<file path="config.mk">
export PLATFORM = sky130hd
export DESIGN_NAME = uart_rx_os
export DESIGN_NICKNAME = d
export VERILOG_FILES = /design/src/rtl/uart_pkg.sv /design/src/rtl/uart_rx_sync.sv /design/src/rtl/uart_rx_os.sv
export SDC_FILE = /design/constraint.sdc
export NUM_CORES = 1
export LEC_CHECK = 0
export CORE_ASPECT_RATIO = 0.9
export CORE_UTILIZATION = 35
export DETAILED_ROUTE_END_ITERATION = 12
export GPL_TIMING_DRIVEN = 1
export PLACE_DENSITY = 0.64
export SKIP_CTS_REPAIR_TIMING = 1
export SLEW_MARGIN = 40
export SYNTH_ARGS = -nofsm -noshare
export SYNTH_HDL_FRONTEND = slang
export SYNTH_SLANG_ARGS = --single-unit
export TNS_END_PERCENT = 50
</file>
<file path="constraint.sdc">
create_clock -name uart_clk -period 2.65 [get_ports uart_clk]
set_clock_uncertainty 0.2 [all_clocks]
set_input_delay 0.53 -clock uart_clk [delete_from_list [all_inputs] [get_ports uart_clk]]
set_output_delay 0.53 -clock uart_clk [all_outputs]
set_load 0.01 [all_outputs]
</file>
<file path="src/rtl/uart_pkg.sv">
// UART definitions shared by the receiver and the transmitter: the receive FSM
// encoding, the parity mode constants and the parity-bit helper.
package uart_pkg;

    typedef enum logic [2:0] {
        ST_IDLE,
        ST_START,
        ST_DATA,
        ST_PARITY,
        ST_STOP
    } uart_state_e;

    localparam int PARITY_NONE    = 0;
    localparam int PARITY_EVEN    = 1;
    localparam int PARITY_ODD     = 2;
    localparam int MAX_DATA_WIDTH = 9;

    // Parity bit a transmitter sends for a zero-extended data word.
    function automatic logic parity_bit(input logic [MAX_DATA_WIDTH-1:0] data, input int mode);
        return (^data) ^ (mode == PARITY_ODD);
    endfunction

endpackage

</file>
<file path="src/rtl/uart_rx_sync.sv">
// Two-flop synchroniser for the asynchronous serial line plus the falling-edge
// detector that launches reception.
module uart_rx_sync (
    input  logic uart_clk,
    input  logic rst,
    input  logic rx_in,
    output logic rxs,
    output logic fall
);

    logic [1:0] sync;
    logic [1:0] live;
    logic       prev;

    // NOTE: non-blocking assignments make every flop sample pre-edge values, so the chain advances one stage per clock.
    always_ff @(posedge uart_clk) begin
        if (rst) begin
            sync <= 2'b11;
            live <= 2'b00;
            prev <= 1'b0;
        end else begin
            sync <= {sync[0], rx_in};
            live <= {live[0], 1'b1};
            // The reset preset of sync is not a real line level, so a line already low after reset is never an edge.
            prev <= sync[1] & live[1];
        end
    end

    assign rxs  = sync[1];
    assign fall = prev & ~sync[1];

endmodule

</file>
<file path="src/rtl/uart_rx_os.sv">
// Oversampling UART receiver: mid-bit sampling FSM, parity/stop checking and a
// single-entry valid/ready output register with overrun reporting.
module uart_rx_os
    import uart_pkg::*;
#(
    parameter int DATA_WIDTH  = 8,
    parameter int OVERSAMPLE  = 16,
    parameter int PARITY_MODE = 0,
    parameter int STOP_BITS   = 1
) (
    input  logic                  uart_clk,
    input  logic                  rst,
    input  logic                  rx_in,
    output logic [DATA_WIDTH-1:0] rx_data,
    output logic                  rx_valid,
    input  logic                  rx_ready,
    output logic                  parity_err,
    output logic                  frame_err,
    output logic                  overrun
);

    if (DATA_WIDTH < 5 || DATA_WIDTH > MAX_DATA_WIDTH) begin : g_bad_data_width
        $error("uart_rx_os: DATA_WIDTH must be in 5..9");
    end
    if (OVERSAMPLE < 4 || OVERSAMPLE > 64 || (OVERSAMPLE % 2) != 0) begin : g_bad_oversample
        $error("uart_rx_os: OVERSAMPLE must be even and in 4..64");
    end
    if (PARITY_MODE != PARITY_NONE && PARITY_MODE != PARITY_EVEN && PARITY_MODE != PARITY_ODD) begin : g_bad_parity
        $error("uart_rx_os: PARITY_MODE must be 0, 1 or 2");
    end
    if (STOP_BITS != 1 && STOP_BITS != 2) begin : g_bad_stop
        $error("uart_rx_os: STOP_BITS must be 1 or 2");
    end

    localparam int                TICK_W     = $clog2(OVERSAMPLE);
    localparam logic [TICK_W-1:0] TICK_MID   = TICK_W'(OVERSAMPLE / 2 - 1);
    localparam logic [TICK_W-1:0] TICK_END   = TICK_W'(OVERSAMPLE - 1);
    localparam logic [3:0]        DATA_LAST  = 4'(DATA_WIDTH - 1);
    localparam logic [3:0]        STOP_LAST  = 4'(STOP_BITS - 1);
    localparam bit                HAS_PARITY = (PARITY_MODE != PARITY_NONE);

    logic                  rxs;
    logic                  fall;
    uart_state_e           state,   state_next;
    logic [TICK_W-1:0]     tick,    tick_next;
    logic [3:0]            bit_cnt, bit_next;
    logic                  sample_data;
    logic                  sample_par;
    logic                  sample_stop;
    logic                  frame_done;
    logic [DATA_WIDTH-1:0] shift;
    logic                  par_bad;
    logic                  stop_bad;
    logic                  accept;

    uart_rx_sync u_sync (
        .uart_clk (uart_clk),
        .rst      (rst),
        .rx_in    (rx_in),
        .rxs      (rxs),
        .fall     (fall)
    );

    always_ff @(posedge uart_clk) begin
        if (rst) begin
            state   <= ST_IDLE;
            tick    <= '0;
            bit_cnt <= '0;
        end else begin
            state   <= state_next;
            tick    <= tick_next;
            bit_cnt <= bit_next;
        end
    end

    // Tick restarts at 0 after every sample, so each later sample lands one bit period on.
    always_comb begin
        // NOTE: every output of this block gets a default first so no path leaves one unassigned and infers a latch.
        state_next  = state;
        tick_next   = tick + 1'b1;
        bit_next    = bit_cnt;
        sample_data = 1'b0;
        sample_par  = 1'b0;
        sample_stop = 1'b0;
        frame_done  = 1'b0;
        case (state)
            ST_IDLE: begin
                tick_next = '0;
                bit_next  = '0;
                if (fall) state_next = ST_START;
            end
            ST_START: begin
                if (tick == TICK_MID) begin
                    tick_next  = '0;
                    state_next = rxs ? ST_IDLE : ST_DATA;
                end
            end
            ST_DATA: begin
                if (tick == TICK_END) begin
                    sample_data = 1'b1;
                    tick_next   = '0;
                    if (bit_cnt == DATA_LAST) begin
                        bit_next   = '0;
                        state_next = HAS_PARITY ? ST_PARITY : ST_STOP;
                    end else begin
                        bit_next = bit_cnt + 4'd1;
                    end
                end
            end
            ST_PARITY: begin
                if (tick == TICK_END) begin
                    sample_par = 1'b1;
                    tick_next  = '0;
                    state_next = ST_STOP;
                end
            end
            ST_STOP: begin
                if (tick == TICK_END) begin
                    sample_stop = 1'b1;
                    tick_next   = '0;
                    if (bit_cnt == STOP_LAST) begin
                        frame_done = 1'b1;
                        state_next = ST_IDLE;
                    end else begin
                        bit_next = bit_cnt + 4'd1;
                    end
                end
            end
            default: begin
                tick_next  = '0;
                bit_next   = '0;
                state_next = ST_IDLE;
            end
        endcase
    end

    // NOTE: the shift register has no reset; it is always fully refilled before its contents are used.
    always_ff @(posedge uart_clk) begin
        if (sample_data) shift <= {rxs, shift[DATA_WIDTH-1:1]};
    end

    always_ff @(posedge uart_clk) begin
        if (rst) begin
            par_bad  <= 1'b0;
            stop_bad <= 1'b0;
        end else begin
            if (state == ST_IDLE && fall) begin
                par_bad  <= 1'b0;
                stop_bad <= 1'b0;
            end
            if (sample_par) par_bad <= rxs ^ parity_bit(MAX_DATA_WIDTH'(shift), PARITY_MODE);
            if (sample_stop && !rxs) stop_bad <= 1'b1;
        end
    end

    assign accept = rx_valid & rx_ready;

    // A completing frame is taken only if the register is empty or being emptied this cycle.
    always_ff @(posedge uart_clk) begin
        if (rst) begin
            rx_data    <= '0;
            rx_valid   <= 1'b0;
            parity_err <= 1'b0;
            frame_err  <= 1'b0;
            overrun    <= 1'b0;
        end else if (frame_done && (!rx_valid || accept)) begin
            rx_data    <= shift;
            rx_valid   <= 1'b1;
            parity_err <= par_bad;
            frame_err  <= stop_bad | ~rxs;
            overrun    <= 1'b0;
        end else if (frame_done) begin
            overrun <= 1'b1;
        end else if (accept) begin
            rx_valid <= 1'b0;
            overrun  <= 1'b0;
        end
    end

endmodule

</file>
==> results.py, run 1 <==
metrics = {
    "route": {
        "initialDrtViolationCount": 71,
        "wl_per_cell_um": 12.8,
        "avgViaCountPerCell": 5.04,
        "drcViolationCount": 0,
        "wl_mm": 3.07,
        "vias": 1209,
        "postRouteAntennaNets": 0,
        "drt_pass1_iterations": 5,
    },
    "synth": {
        "yosysMostFrequentCell": "dfxtp_1",
        "synth_area_leaders": "dfxtp_1 36%, edfxtp_1 15%, mux2i_1 7.3%, nor2_1 4.3%, xnor2_1 3.2%",
        "ys_types": 44,
        "synth_top_family_by_area": "simple AND/OR/NAND/NOR gates",
        "async_reset_ff_frac": 0,
        "ys_seq_area_frac": 0.508,
        "synth_area_um2": 1650,
        "yosys_register_bits": 38,
        "ys.flop_type": "dfxtp_1",
        "ys_warn_count": 0,
        "syn_avg_cell_area_um2": 10.4,
        "synth_enable_flop_cells": 8,
        "yosys.area.top_type": "dfxtp_1",
        "synthMuxAreaShare": 0.0726,
        "synth_common_cells": "30 x dfxtp_1, 19 x nor2_1, 12 x mux2i_1",
        "yosys.area_share.simple": 0.197,
        "synth_fa_ha_area_frac": 0.0227,
        "synth_top_cell_area_share": 0.363,
        "synth_nets": 166,
        "synth_compound_area_frac": 0.104,
        "syn_inst": 159,
        "synthXorXnorAreaFrac": 0.0613,
    },
    "floorplanning": {
        "die-area_um2": 5010,
        "die_y_um": 67.2,
        "start_util": 0.368,
        "num_rows": 23,
        "die_x_um": 74.5,
        "core_um2": 4490,
        "pin_count": 16,
    },
    "worst_setup_path": {
        "startpoint_type": "flop",
        "crit_chain": "and4bb_4 -> a21oi_1 -> o32ai_4 -> nor4_1 -> or3_1",
        "critPathRequiredTime_ns": 2.63,
        "r2r_slack_ns": 0.56,
        "crit_path_end_kind": "flop",
        "critPathMaxStageDelay_ns": 0.66,
        "path_delay_family": "simple AND/OR/NAND/NOR gates",
        "critPathBufInv": 0,
        "arrival_ns": 2.07,
        "crit_type": "flop to flop",
        "crit_slowest_cell": "dfxtp_1",
        "crit_path_max_fanout": 16,
    },
    "clock_network": {
        "clkSlewWorstSetupHoldPaths_ns": 0.08,
        "insertion_delay_ns": 0.29,
        "cts.sink_count": 38,
        "htree_levels": 2,
        "cts-root-buf": "clkbuf_8",
        "cts_tree": "done",
        "clockBufferDepth": 2,
        "numCtsBuffers": 5,
    },
    "place": {
        "gp_congestion": 0.836,
        "io_buffer_count": 15,
        "dp_hpwl_mm": 2.11,
        "post-place-ws_ns": 0.574,
        "dp_cells": 232,
    },
    "sta": {
        "worst-slew-pin-transition_ns": 0.535,
        "hold_viol_final": 0,
        "rsz0062_at_grt": "no",
        "fin_crit_sh": 0.790,
        "whs_ns": 0.223,
        "maxSlewHeadroom": 0.643,
        "timing.fmax_mhz": 478,
        "setup_violations": 0,
        "setup_ws_ns": 0.557,
        "finalMaxSlewViolations": 0,
        "finalCriticalPeriod_ns": 2.09,
        "fin_tns_setup_ns": 0,
    },
    "global_routing": {
        "antenna_found_initial": 0,
        "grt_pass1_vias": 1102,
        "overflow": 0,
        "grt_max_degree": 24,
        "grt_pass1_wl_mm": 5.15,
        "track_usage": 0.138,
    },
    "power": {
        "p_per_area_nw_per_um2": 527,
        "irDropWorstVdd_uv": 348,
        "leakagePower_nw": 0.769,
    },
    "job": {
        "cap_violations": 0,
    },
    "finish": {
        "antenna_cells": 0,
        "layout.nets": 184,
        "syn2layout_area_growth_pct": 18.7,
        "drive_above_1_share": 0.118,
        "fillCellCount": 445,
        "final_cells": 240,
    },
    "hold_path": {
        "hold_path_class": "flop to flop",
    },
    "outcome": {
        "status": "finished clean",
    },
}
==> path summary, 6_finish.rpt <==
kind	start	end	depth (start not counted)
max	state[2]	bit_cnt[3]	5
min	u_sync.sync[0]	u_sync.sync[1]	1
max reg2reg	state[2]	bit_cnt[3]	5
min reg2reg	u_sync.sync[0]	u_sync.sync[1]	1
==> stage by stage <==
stage | cell area [um2] | total power, mW | util
finish | 1960 | 1.04 | 0.437
detailed placement | 1870 | 0.630 | 0.416
CTS | 1960 | 1.05 | 0.437
global route | 1960 | 1.07 | 0.437
floorplan | 1650 | 0.621 | -
global placement | 1870 | 0.629 | 0.416
==> logic make-up after synthesis <==
kind of cell             count (synthesis)
AO/OA/AOI/OAI                           23
XOR/XNOR                                10
flip-flops                              38
adder cells (fa/ha/maj)                  3
AND/OR/NAND/NOR                         61
buffers and inverters                   12
multiplexers                            12
==> cell type report <==
cell class,instances,area (um2),share of cell area
clock buffer,6,82.6,0.0421
clock inverter,2,12.5,0.00637
inverter,5,18.8,0.00956
multi-input combinational,109,758,0.386
sequential,38,841,0.428
tap,62,77.6,0.0395
timing repair buffer,18,173,0.0880
==> layer usage <==
layer / vias to the layer above / global-route usage / part of all wire
li1: 595 / - / -
met1: 578 / 0.184 / 0.49
met2: 34 / 0.208 / 0.47
met3: 2 / 0.0493 / 0.042
met4: 0 / 0.0472 / 0.0039
met5: - / 0 / 0
==> worst register-to-register path: stages (launching register included) <==
cell and delay (ns):
dfxtp_1 0.66, and4bb_4 0.35, a21oi_1 0.08, o32ai_4 0.32
nor4_1 0.07, or3_1 0.30
==> sequential cells by signal, indices dropped and copies added (netlist names) <==
name and cells:
rx_valid 1, bit_cnt 4, frame_err 1, overrun 1, u_sync.sync 2, rx_data 8
parity_err 1, u_sync.prev 1, par_bad 1, tick 4, u_sync.live 2, state 3
stop_bad 1, shift 8
==> where the power goes <==
group | internal, mW | total (mW) | switching (mW) | leakage [nW]
Sequential | 0.591 | 0.594 | 0.00277 | 0.314
Clock | 0.209 | 0.419 | 0.210 | 0.0472
Combinational | 0.0106 | 0.0222 | 0.0116 | 0.407
==> cells in the final DEF (no fill, tap or decap), types with 2 or more instances in the layout <==
master and instances:
a21oi_1 9, and3_1 2, buf_4 3, clkbuf_8 6, clkdlybuf4s50_1 15, dfxtp_1 30, edfxtp_1 8, ha_1 3
inv_1 5, mux2i_1 12, nand2_1 6, nand2b_1 5, nand3_1 7, nor2_1 19, nor3_1 6, nor3b_1 2
o21ai_0 3, or2_2 3, xnor2_1 6, xor2_1 3
(Power assumes the default switching activity.)
==> run 2, diff against run 1 <==
- PLACE_DENSITY: 0.64 -> 0.66
- clock period: 2.65 -> 1.8 ns (I/O delays scaled with it)
==> run 2 against run 1 <==
The run now ends with negative setup slack left. Wire length grew 4.9%. Sequential share of layout area shrank 6.0 points. Sequential power grew 47%. Cell area grew 17%. Highest routed layer unchanged. Critical path depth grew 2.
==> results.py, run 2 (synthesized netlist as in run 1, its figures left out) <==
metrics = {
    "sta": {
        "whs_ns": 0.212,
        "finalMaxSlewViolations": 0,
        "finalCriticalPeriod_ns": 1.94,
        "hold_viol_final": 0,
        "timing.fmax_mhz": 515,
        "setup_violations": 14,
        "fin_crit_sh": 1.08,
        "worst-slew-pin-transition_ns": 0.376,
        "setup_ws_ns": -0.141,
        "maxSlewHeadroom": 0.749,
        "rsz0062_at_grt": "yes",
    },
    "worst_setup_path": {
        "r2r_slack_ns": -0.14,
        "worstReg2RegEnd": "state[1]",
        "arrival_ns": 1.91,
        "crit_slowest_cell": "o32a_1",
        "rr_startpoint": "bit_cnt[0]",
        "rr_worst_depth": 7,
        "cp-startpoint": "bit_cnt[0]",
        "critPathMaxStageDelay_ns": 0.36,
        "critPathRequiredTime_ns": 1.77,
        "startpoint_type": "flop",
        "crit_path_max_fanout": 3,
        "path_delay_family": "compound AO/OA/AOI/OAI gates",
        "critPathBufInv": 1,
        "crit_chain": "inv_2 -> ha_4 -> and4bb_4 -> o32a_1 -> o211ai_2 -> mux2i_1 -> nor2_1",
        "endpoint": "state[1]",
        "critical_path_depth": 7,
        "crit_path_end_kind": "flop",
        "crit_type": "flop to flop",
    },
    "floorplanning": {
        "pin_count": 16,
        "start_util": 0.368,
        "die_y_um": 67.2,
        "core_um2": 4490,
        "num_rows": 23,
        "die_x_um": 74.5,
        "die-area_um2": 5010,
    },
    "global_routing": {
        "grtUsageMet2": 0.189,
        "antenna_found_initial": 0,
        "track_usage": 0.128,
        "met1_usage": 0.181,
        "grt_pass1_vias": 1087,
        "grt-busiest-layer": "met2",
        "grt_pass1_wl_mm": 4.88,
        "overflow": 0,
        "use_met3": 0.0313,
        "grt_max_degree": 24,
    },
    "clock_network": {
        "numCtsBuffers": 5,
        "clockBufferDepth": 2,
        "htree_levels": 2,
        "cts.sink_count": 38,
        "cts_tree": "done",
        "clkSlewWorstSetupHoldPaths_ns": 0.07,
        "cts-root-buf": "clkbuf_8",
        "insertion_delay_ns": 0.28,
    },
    "finish": {
        "antenna_cells": 0,
        "fillCellCount": 436,
        "reg_top3": "rx_data x8, shift x8",
        "seqCellArea_um2": 848,
        "multiInputGateArea_um2": 836,
        "design_area_um2": 2310,
        "final_cell_mix": "28 x buf_4, 24 x dfxtp_1, 19 x nor2_1",
        "drive_above_1_share": 0.325,
        "syn2layout_area_growth_pct": 39.4,
        "mostFrequentLayoutCell": "buf_4",
        "layout.nets": 212,
    },
    "outcome": {
        "status": "complete, but fails checks",
        "violations": "negative setup slack",
    },
    "place": {
        "io_buffer_count": 15,
        "gp_congestion": 0.804,
        "dp_hpwl_mm": 2.24,
        "place_area_um2": 2080,
    },
    "power": {
        "p_total_mw": 1.61,
        "leakagePower_nw": 0.950,
        "p_per_area_nw_per_um2": 698,
        "irDropWorstVdd_uv": 448,
    },
    "job": {
        "cap_violations": 0,
    },
    "route": {
        "drt_pass1_iterations": 4,
        "vias": 1262,
        "postRouteAntennaNets": 0,
        "drcViolationCount": 0,
        "wl_mm": 3.22,
        "wl_per_cell_um": 12.0,
        "avgViaCountPerCell": 4.71,
        "initialDrtViolationCount": 79,
    },
    "hold_path": {
        "hold_path_class": "flop to flop",
    },
}
[run 2: per-stage QoR]
stage	util	instances	setup slack [ns]	TNS (ns)
floorplan	-	159	-0.0854	-0.200
global placement	0.463	258	-0.0607	-0.204
detailed placement	0.463	258	-0.0819	-0.487
CTS	0.488	266	-0.104	-0.239
global route	0.514	268	-0.213	-2.12
finish	0.514	268	-0.141	-0.887
[run 2: area by class of cell]
cell class / count / share of cell area
flip-flops and latches: 38 / 0.368
multi-input cells: 109 / 0.362
repair buffers: 46 / 0.181
well taps: 62 / 0.0336
clock buffers: 5 / 0.0298
clock inverters: 3 / 0.0174
inverters: 5 / 0.00814
[run 2: per-layer routing]
metal	share of wire	wire length [um]
met3	0.034	108
met5	0	0
met4	0.0056	18
met2	0.44	1420
met1	0.52	1680
[run 2: where the power goes]
part	switching, mW	internal [mW]	leakage, nW
Clock	0.291	0.408	0.0579
Combinational	0.0181	0.0192	0.575
Sequential	0.00362	0.871	0.317
Total	0.312	1.30	0.950
[run 2: worst min-delay path by stage]
stage                    from             end  slack [ns]  cells after the start
2_1_floorplan  u_sync.sync[0]  u_sync.sync[1]        0.19                      1
3_3_place_gp   u_sync.sync[0]  u_sync.sync[1]        0.19                      1
3_5_place_dp   u_sync.sync[0]  u_sync.sync[1]        0.20                      1
4_1_cts        u_sync.sync[0]  u_sync.sync[1]        0.21                      1
5_1_grt        u_sync.sync[0]  u_sync.sync[1]        0.23                      1
6_report       u_sync.sync[0]  u_sync.sync[1]        0.21                      1
[run 2: worst reg2reg max path, stage by stage (launching register included)]
cell      delay (ns)
dfxtp_2         0.34
inv_2           0.04
ha_4            0.14
and4bb_4        0.20
o32a_1          0.36
o211ai_2        0.24
mux2i_1         0.24
nor2_1          0.06
